**src/rtl/dispensador_cambio.sv**
```systemverilog
// Change payout stage: pays a loaded amount as greedy 2-unit/1-unit coin pulses,
// each confirmed by the hopper sensor. Macro DISP_TIMEOUT_EN enables a confirmation timeout with sticky error.
module dispensador_cambio #(
  parameter int PULSE_CYCLES   = 4,
  parameter int GAP_CYCLES     = 2,
  parameter int TIMEOUT_CYCLES = 1000
) (
  input  logic       clk,
  input  logic       reset,
  input  logic       cargar,
  input  logic [3:0] cambio,
  input  logic       moneda_ok,
  output logic       sal_m2,
  output logic       sal_m1,
  output logic [3:0] pendiente,
  output logic       ocupado,
  output logic       hecho,
  output logic       error
);

  typedef enum logic [2:0] {
    S_IDLE,
    S_SELECT,
    S_PULSE,
    S_WAIT_ACK,
    S_GAP,
    S_DONE,
    S_ERROR
  } state_t;

  localparam logic [15:0] PULSE_LAST = 16'(PULSE_CYCLES - 1);
  localparam logic [15:0] GAP_LAST   = 16'(GAP_CYCLES - 1);
`ifdef DISP_TIMEOUT_EN
  localparam logic [15:0] TIMEOUT_LIM = 16'(TIMEOUT_CYCLES);
`endif

  state_t      r_state, w_state_nxt;
  logic [3:0]  r_pend,  w_pend_nxt;
  logic [1:0]  r_coin,  w_coin_nxt;
  logic [15:0] r_cnt,   w_cnt_nxt;

  // NOTE: sequential state uses non-blocking assignments so every register
  // samples the pre-edge values regardless of statement order.
  always_ff @(posedge clk) begin
    if (reset) begin
      r_state <= S_IDLE;
      r_pend  <= '0;
      r_coin  <= '0;
      r_cnt   <= '0;
    end else begin
      r_state <= w_state_nxt;
      r_pend  <= w_pend_nxt;
      r_coin  <= w_coin_nxt;
      r_cnt   <= w_cnt_nxt;
    end
  end

  // NOTE: every next-value signal is given a hold default before the case so
  // no path leaves it unassigned, which would otherwise infer a latch.
  always_comb begin
    w_state_nxt = r_state;
    w_pend_nxt  = r_pend;
    w_coin_nxt  = r_coin;
    w_cnt_nxt   = r_cnt;

    unique case (r_state)
      S_IDLE: begin
        if (cargar) begin
          if (cambio != 4'd0) begin
            w_pend_nxt  = cambio;
            w_state_nxt = S_SELECT;
          end else begin
            w_pend_nxt  = '0;
            w_state_nxt = S_DONE;
          end
        end
      end

      S_SELECT: begin
        w_coin_nxt  = (r_pend >= 4'd2) ? 2'd2 : 2'd1;
        w_cnt_nxt   = '0;
        w_state_nxt = S_PULSE;
      end

      S_PULSE: begin
        if (r_cnt == PULSE_LAST) begin
          w_cnt_nxt   = '0;
          w_state_nxt = S_WAIT_ACK;
        end else begin
          w_cnt_nxt = r_cnt + 16'd1;
        end
      end

      // The coin never exceeds the amount owed, so the subtraction cannot wrap.
      S_WAIT_ACK: begin
        if (moneda_ok) begin
          w_pend_nxt  = r_pend - {2'b00, r_coin};
          w_cnt_nxt   = '0;
          w_state_nxt = (r_pend == {2'b00, r_coin}) ? S_DONE : S_GAP;
        end
`ifdef DISP_TIMEOUT_EN
        else if (r_cnt == TIMEOUT_LIM) begin
          w_state_nxt = S_ERROR;
        end else begin
          w_cnt_nxt = r_cnt + 16'd1;
        end
`endif
      end

      S_GAP: begin
        if (r_cnt == GAP_LAST) begin
          w_cnt_nxt   = '0;
          w_state_nxt = S_SELECT;
        end else begin
          w_cnt_nxt = r_cnt + 16'd1;
        end
      end

      S_DONE:  w_state_nxt = S_IDLE;

      S_ERROR: w_state_nxt = S_ERROR;

      default: w_state_nxt = S_IDLE;
    endcase
  end

  assign sal_m2    = (r_state == S_PULSE) && (r_coin == 2'd2);
  assign sal_m1    = (r_state == S_PULSE) && (r_coin == 2'd1);
  assign pendiente = r_pend;
  assign hecho     = (r_state == S_DONE);
  assign ocupado   = (r_state == S_SELECT) || (r_state == S_PULSE) ||
                     (r_state == S_WAIT_ACK) || (r_state == S_GAP) ||
                     (r_state == S_ERROR);
`ifdef DISP_TIMEOUT_EN
  assign error = (r_state == S_ERROR);
`else
  assign error = 1'b0;
`endif

endmodule

```
**config.mk**
```make
export PLATFORM = sky130hd
export DESIGN_NAME = dispensador_cambio
export DESIGN_NICKNAME = d
export VERILOG_FILES = /design/src/rtl/dispensador_cambio.sv
export SDC_FILE = /design/constraint.sdc
export NUM_CORES = 1
export LEC_CHECK = 0
export CAP_MARGIN = 15
export CORE_AREA = 2 2 74 76
export CTS_CLUSTER_SIZE = 8
export DETAILED_ROUTE_END_ITERATION = 16
export DIE_AREA = 0 0 76 78
export SYNTH_ARGS = -nofsm -noshare
export SYNTH_HDL_FRONTEND = slang
export SYNTH_SLANG_ARGS = --single-unit
```
**constraint.sdc**
```tcl
create_clock -name clk -period 2.3 [get_ports clk]
set_clock_uncertainty 0.05 [all_clocks]
set_input_delay 0.46 -clock clk [delete_from_list [all_inputs] [get_ports clk]]
set_output_delay 0.46 -clock clk [all_outputs]
set_load 0.005 [all_outputs]
```
* After elaboration in Yosys (flattened, before gate mapping)
Cells that the tools add are included.
Widths: inputs -> output; s select.
** Operators by class
- Add/subtract/negate cells :: 2
- Reduce and logical (&&, ||, !) cells :: 13
- Eq/ne operators :: 15
- Mux-type cells :: 16
- Order comparisons :: 1
** Operators by type and width (count)
- $pmux 16 s4 :: 1
- $mux 16 :: 3
- $pmux 3 s6 :: 1
- $add 16x1->16 const B :: 1
- $eq 16x1->1 const B :: 1
- $eq 16x2->1 const B :: 1
- $mux 3 :: 5
- $mux 4 :: 3
- $eq 3x3->1 const B :: 3
- $ne 2x2->1 const B :: 4
- $pmux 4 s2 :: 1
- $reduce_bool 4->1 :: 2
- $eq 3x2->1 const B :: 2
- $eq 4x2->1 :: 1
- $ge 4x2->1 const B :: 1
- $logic_or 1x1->1 :: 4
- $reduce_and 4->1 :: 1
- $sub 4x2->4 :: 1
- $eq 3x1->1 const B :: 1
- $logic_not 3->1 :: 1
- $reduce_and 3->1 :: 1
- $eq 2x1->1 const B :: 1
- $eq 2x2->1 const B :: 1
- $logic_and 1x1->1 :: 2
- other kinds (4) :: 4
** Word-level totals
- Output and inout port bits :: 9
- Register bits after elaboration :: 25
- Input bits :: 8
- Logic and storage cells :: 51

* Depth between registers and ports, before layout
Gate-level depths: netlist of run 1.
- Depth in word-level cells :: 5
- Depth in mapped cells :: 7
- Mapped depth without buffers :: 7

* Worst setup path before layout of run 1
No wires, ideal clock.
- Kind :: flip-flop to flip-flop
- From :: register r_cnt[3]
- To :: register r_cnt[7]
- Slack :: 0.258 ns
- Clock period less this slack :: 2.042 ns
- Cell stages (with the launch flop) :: 6
- Required time :: 2.128 ns
- Arrival :: 1.870 ns
- Setup time :: 0.122 ns
- Cells stage by stage :: dfxtp_1 -> or4_4 -> o41ai_4 -> a211oi_2 -> buf_6 -> a221o_1
** Between the ends
- Word-level cells in the longest chain between the ends :: 3
- Elaborated cells between the ends (all ways) :: 6
- Those cells by class :: add/sub (1); eq/ne (2); mux (3)
** Ends and longest elaborated chain
- from (decl) :: line 40 : logic [15:0] r_cnt, w_cnt_nxt;
- from (signal assigned) :: line 54 : r_cnt <= w_cnt_nxt;
- $add 16x1->16 (tied with other cells) :: line 90, 115
- $mux 16 (on tied branches) :: line 111, 86
- $pmux 16 s4 (*) :: line 66 : unique case (r_state)
Every way passes the cells marked *; elsewhere a longest branch is shown, timed or not.
A chain may end at the register's enable or synchronous reset.

* Final worst setup path of run 1
- From :: register r_state[2]
- To :: output sal_m1
** Between the ends
- Word-level cells in the longest chain between the ends :: 2
** Ends and longest elaborated chain
- from (decl) :: line 37 : state_t r_state, w_state_nxt;
- from (signal assigned) :: line 51 : r_state <= w_state_nxt;
- $eq 3x2->1 :: line 128 : assign sal_m1 = (r_state == S_PULSE) && (r_coin == 2'd1);
- $logic_and 1x1->1 :: line 128
- to (decl) :: line 14 : output logic sal_m1,
No other way between the ends.

==> qor.tcl, run 1 <==
set qor(power.total_mw) 1.55
set qor(floorplan.io_pins) 17
set qor(seq_area_frac_synth) 0.331
set qor(post_dr_wirelength_cell_um) 12.2
set qor(syn_avg_cell_area_um2) 7.78
set qor(synth_area_um2) 1510
set qor(hpwlAfterDp_um) 2610
set qor(grt_setup_unrepaired) {no}
set qor(cts_tree) {done}
set qor(dominant_cells_by_area_after_synthesis) {sky130_fd_sc_hd__dfxtp_1 33%, sky130_fd_sc_hd__a21oi_1 5.3%, sky130_fd_sc_hd__a31oi_1 4.6%}
set qor(max_slew.worst_pin.slew_ns) 0.548
set qor(status) {finished clean}
set qor(chipWidth_um) 76
set qor(worstSetupPathType) {reg -> out}
set qor(worst_ir_drop_vdd_v) 0.000292
set qor(setup_violations) 0
set qor(residual_overflow_from_global_routing) 0
set qor(grt_pass1_vias) 1330
set qor(minimum_clock_period_ns) 2.19
set qor(startpoint_type) {register}
set qor(port-buffer-count) 15
set qor(num_antenna_cells) 0
set qor(crit_start) {r_state[2]}
set qor(syn-num-nets) 207
set qor(cts.htree.levels) 1
set qor(hp-class) {reg -> reg}
set qor(fp.coreArea_um2) 5040
set qor(powerDensity_nw_per_um2) 836
set qor(drt_iter0_drc) 145
set qor(leading_cell_type_in_the_layout_fill_and_taps_excluded) {sky130_fd_sc_hd__dfxtp_1}
set qor(critical_path.reg2reg.startpoint) {r_cnt[4]}
set qor(crit_required_ns) 1.79
set qor(antenna_left) 0
set qor(grt_first_pass_wirelength_um) 5900
set qor(area_enclosed_by_the_die_boundary_um2) 5930
set qor(yosysUniqueCellTypes) 45
set qor(area.growth.synth_to_final_pct) 22.4
set qor(drive_above_1_share) 0.130
set qor(number_of_max_cap_violations) 0
set qor(routed_wirelength_um) 3490
set qor(worstPathMaxFanout) 5
set qor(timing.final.hold_violations) 0
set qor(grt_antenna_before_repair) 0
set qor(global_route.usage.total) 0.120
set qor(worst_skew_pair_latency_ns) 0.27
set qor(relSlewSlack) 0.635
set qor(vias) 1466
set qor(most_frequent_cells_in_the_layout) {24 x sky130_fd_sc_hd__dfxtp_1, 18 x sky130_fd_sc_hd__nand2_1, 17 x sky130_fd_sc_hd__nor2_1, 16 x sky130_fd_sc_hd__a21oi_1, 15 x sky130_fd_sc_hd__clkdlybuf4s50_1}
set qor(portion_of_the_clock_cycle_consumed_by_the_worst_path_in_the_final_layout) 0.954
set qor(holdBufCountCts) 0
set qor(detail_route.drc_violations) 0
set qor(power.static_leakage_nw) 0.685
set qor(clock-root-buffer) {sky130_fd_sc_hd__clkbuf_8}
set qor(cts-buffers-inserted) 3
set qor(final_gp_congestion) 0.788
set qor(timing.hold.worst.start) {r_cnt[15]}
set qor(fraction_of_post_synthesis_cell_area_in_the_top_cell_type_by_area) 0.331
set qor(netlist.top_cell.by_area) {sky130_fd_sc_hd__dfxtp_1}
set qor(die-height_um) 78
set qor(max_freq_mhz) 456
set qor(synth_cells) 194
set qor(timing.final.max_slew_violations) 0
set qor(clkSlewWorstSetupHoldPaths_ns) 0.09
set qor(cts_setup_buffers) 0
set qor(grt_max_degree) 23
set qor(via_density_per_instance) 5.13
set qor(number_of_storage_elements_in_the_synthesis_netlist) 25
set qor(floorplan.initialDensity) 0.300
set qor(timing.setup.tns_ns) 0
set qor(num_rows) 26
set qor(nNetsFinal) 230
set qor(dr.pass1.iters) 4
set qor(nature_of_the_critical_path_endpoint) {output port}
set qor(cts_num_sinks) 25
set qor(synth.yosys.warnings) 0
set qor(cts-root-to-sink-buffers) 2
set qor(worst-endpoint-arrival_ns) 1.68
==> cell type report <==
cell class / instances / area [um2]
Inverter: 13 / 48.8
Timing Repair Buffer: 28 / 248
Clock inverter: 1 / 5.00
Sequential cell: 25 / 502
Fill cell: 513 / 3190
Multi-Input combinational cell: 146 / 916
Tap cell: 70 / 87.6
Clock buffer: 3 / 41.3
==> metal layers <==
layer  wire length [um]  track usage  share of wire
met1               1730        0.163           0.49
met2               1560        0.188           0.45
met3                136       0.0151          0.039
met4                 73       0.0636          0.021
met5                  0            0              0
==> where the power goes <==
| part | leakage (nW) | internal, mW | switching, mW |
|---|---|---|---|
| combinational | 0.456 | 0.310 | 0.375 |
| sequential | 0.203 | 0.494 | 0.0928 |
| clock | 0.0255 | 0.121 | 0.152 |
==> path summary, 6_finish.rpt <==
kind / endpoint / slack (ns) / depth (start not counted)
worst min-delay path: r_cnt[15] / 0.43 / 1
worst min register to register: r_cnt[15] / 0.43 / 1
worst max-delay path: sal_m1 / 0.11 / 3
worst max register to register: r_cnt[8] / 0.17 / 6
==> cell families after synthesis <==
logic type               count (synthesis)  synth area share
multiplexers                             2            0.0133
buffers and inverters                   23            0.0663
AND/OR/NAND/NOR                         77             0.260
AO/OA/AOI/OAI                           59             0.268
adder cells (fa/ha/maj)                  5            0.0464
XOR/XNOR                                 2            0.0116
flip-flops                              25             0.331
other                                    1           0.00248
==> synth_stat cells (all sizes together) <==
cell,count
dfxtp,25
nand2,18
a21oi,17
nor2,17
inv,13
nand3,12
a31oi,11
o21ai,10
clkbuf,6
a211oi,5
a41oi,5
nand2b,5
buf,4
ha,4
nor3,4
or4,4
a22oi,3
and3,3
nand4,3
nor4,3
mux2i,2
or2,2
a221o,1
a22o,1
a31o,1
and2,1
conb,1
fa,1
nand3b,1
nor2b,1
nor4b,1
o211a,1
o22a,1
o22ai,1
o32ai,1
o41ai,1
or3,1
or3b,1
xnor2,1
xor2,1
==> critical path, cell delays in order, from the launching register on <==
cell                              delay [ns]
sky130_fd_sc_hd__dfxtp_1                0.37
sky130_fd_sc_hd__nand2b_1               0.21
sky130_fd_sc_hd__nor4b_2                0.29
sky130_fd_sc_hd__clkdlybuf4s50_1        0.55
==> state kept, by name (all words and copies together), names as in the netlist <==
name	cells
r_cnt	16
pendiente	4
r_state	3
r_coin	2
==> what timing repair did <==
action,in CTS,in global routing
endpoints found under the setup margin,1,1
pin swaps,0,0
resized for setup,1,1
==> through the flow <==
stage / cells / utilization / hold slack (ns) / setup slack (ns) / cell area, um2
3_3_place_gp: 282 / 0.356 / 0.407 / 0.0739 / 1790
2_1_floorplan: 194 / - / 0.383 / 0.258 / 1510
5_1_grt: 286 / 0.367 / 0.442 / 0.0310 / 1850
4_1_cts: 286 / 0.366 / 0.433 / 0.0566 / 1850
3_5_place_dp: 282 / 0.356 / 0.411 / 0.0431 / 1790
6_report: 286 / 0.367 / 0.433 / 0.107 / 1850
Note: power is estimated with default switching activity, not from simulation.
==> run 2, diff against run 1 <==
TNS_END_PERCENT = 5   (was unset)
==> results of run 2 <==
No change in the layout: final DEF, timing and power equal those of run 1.
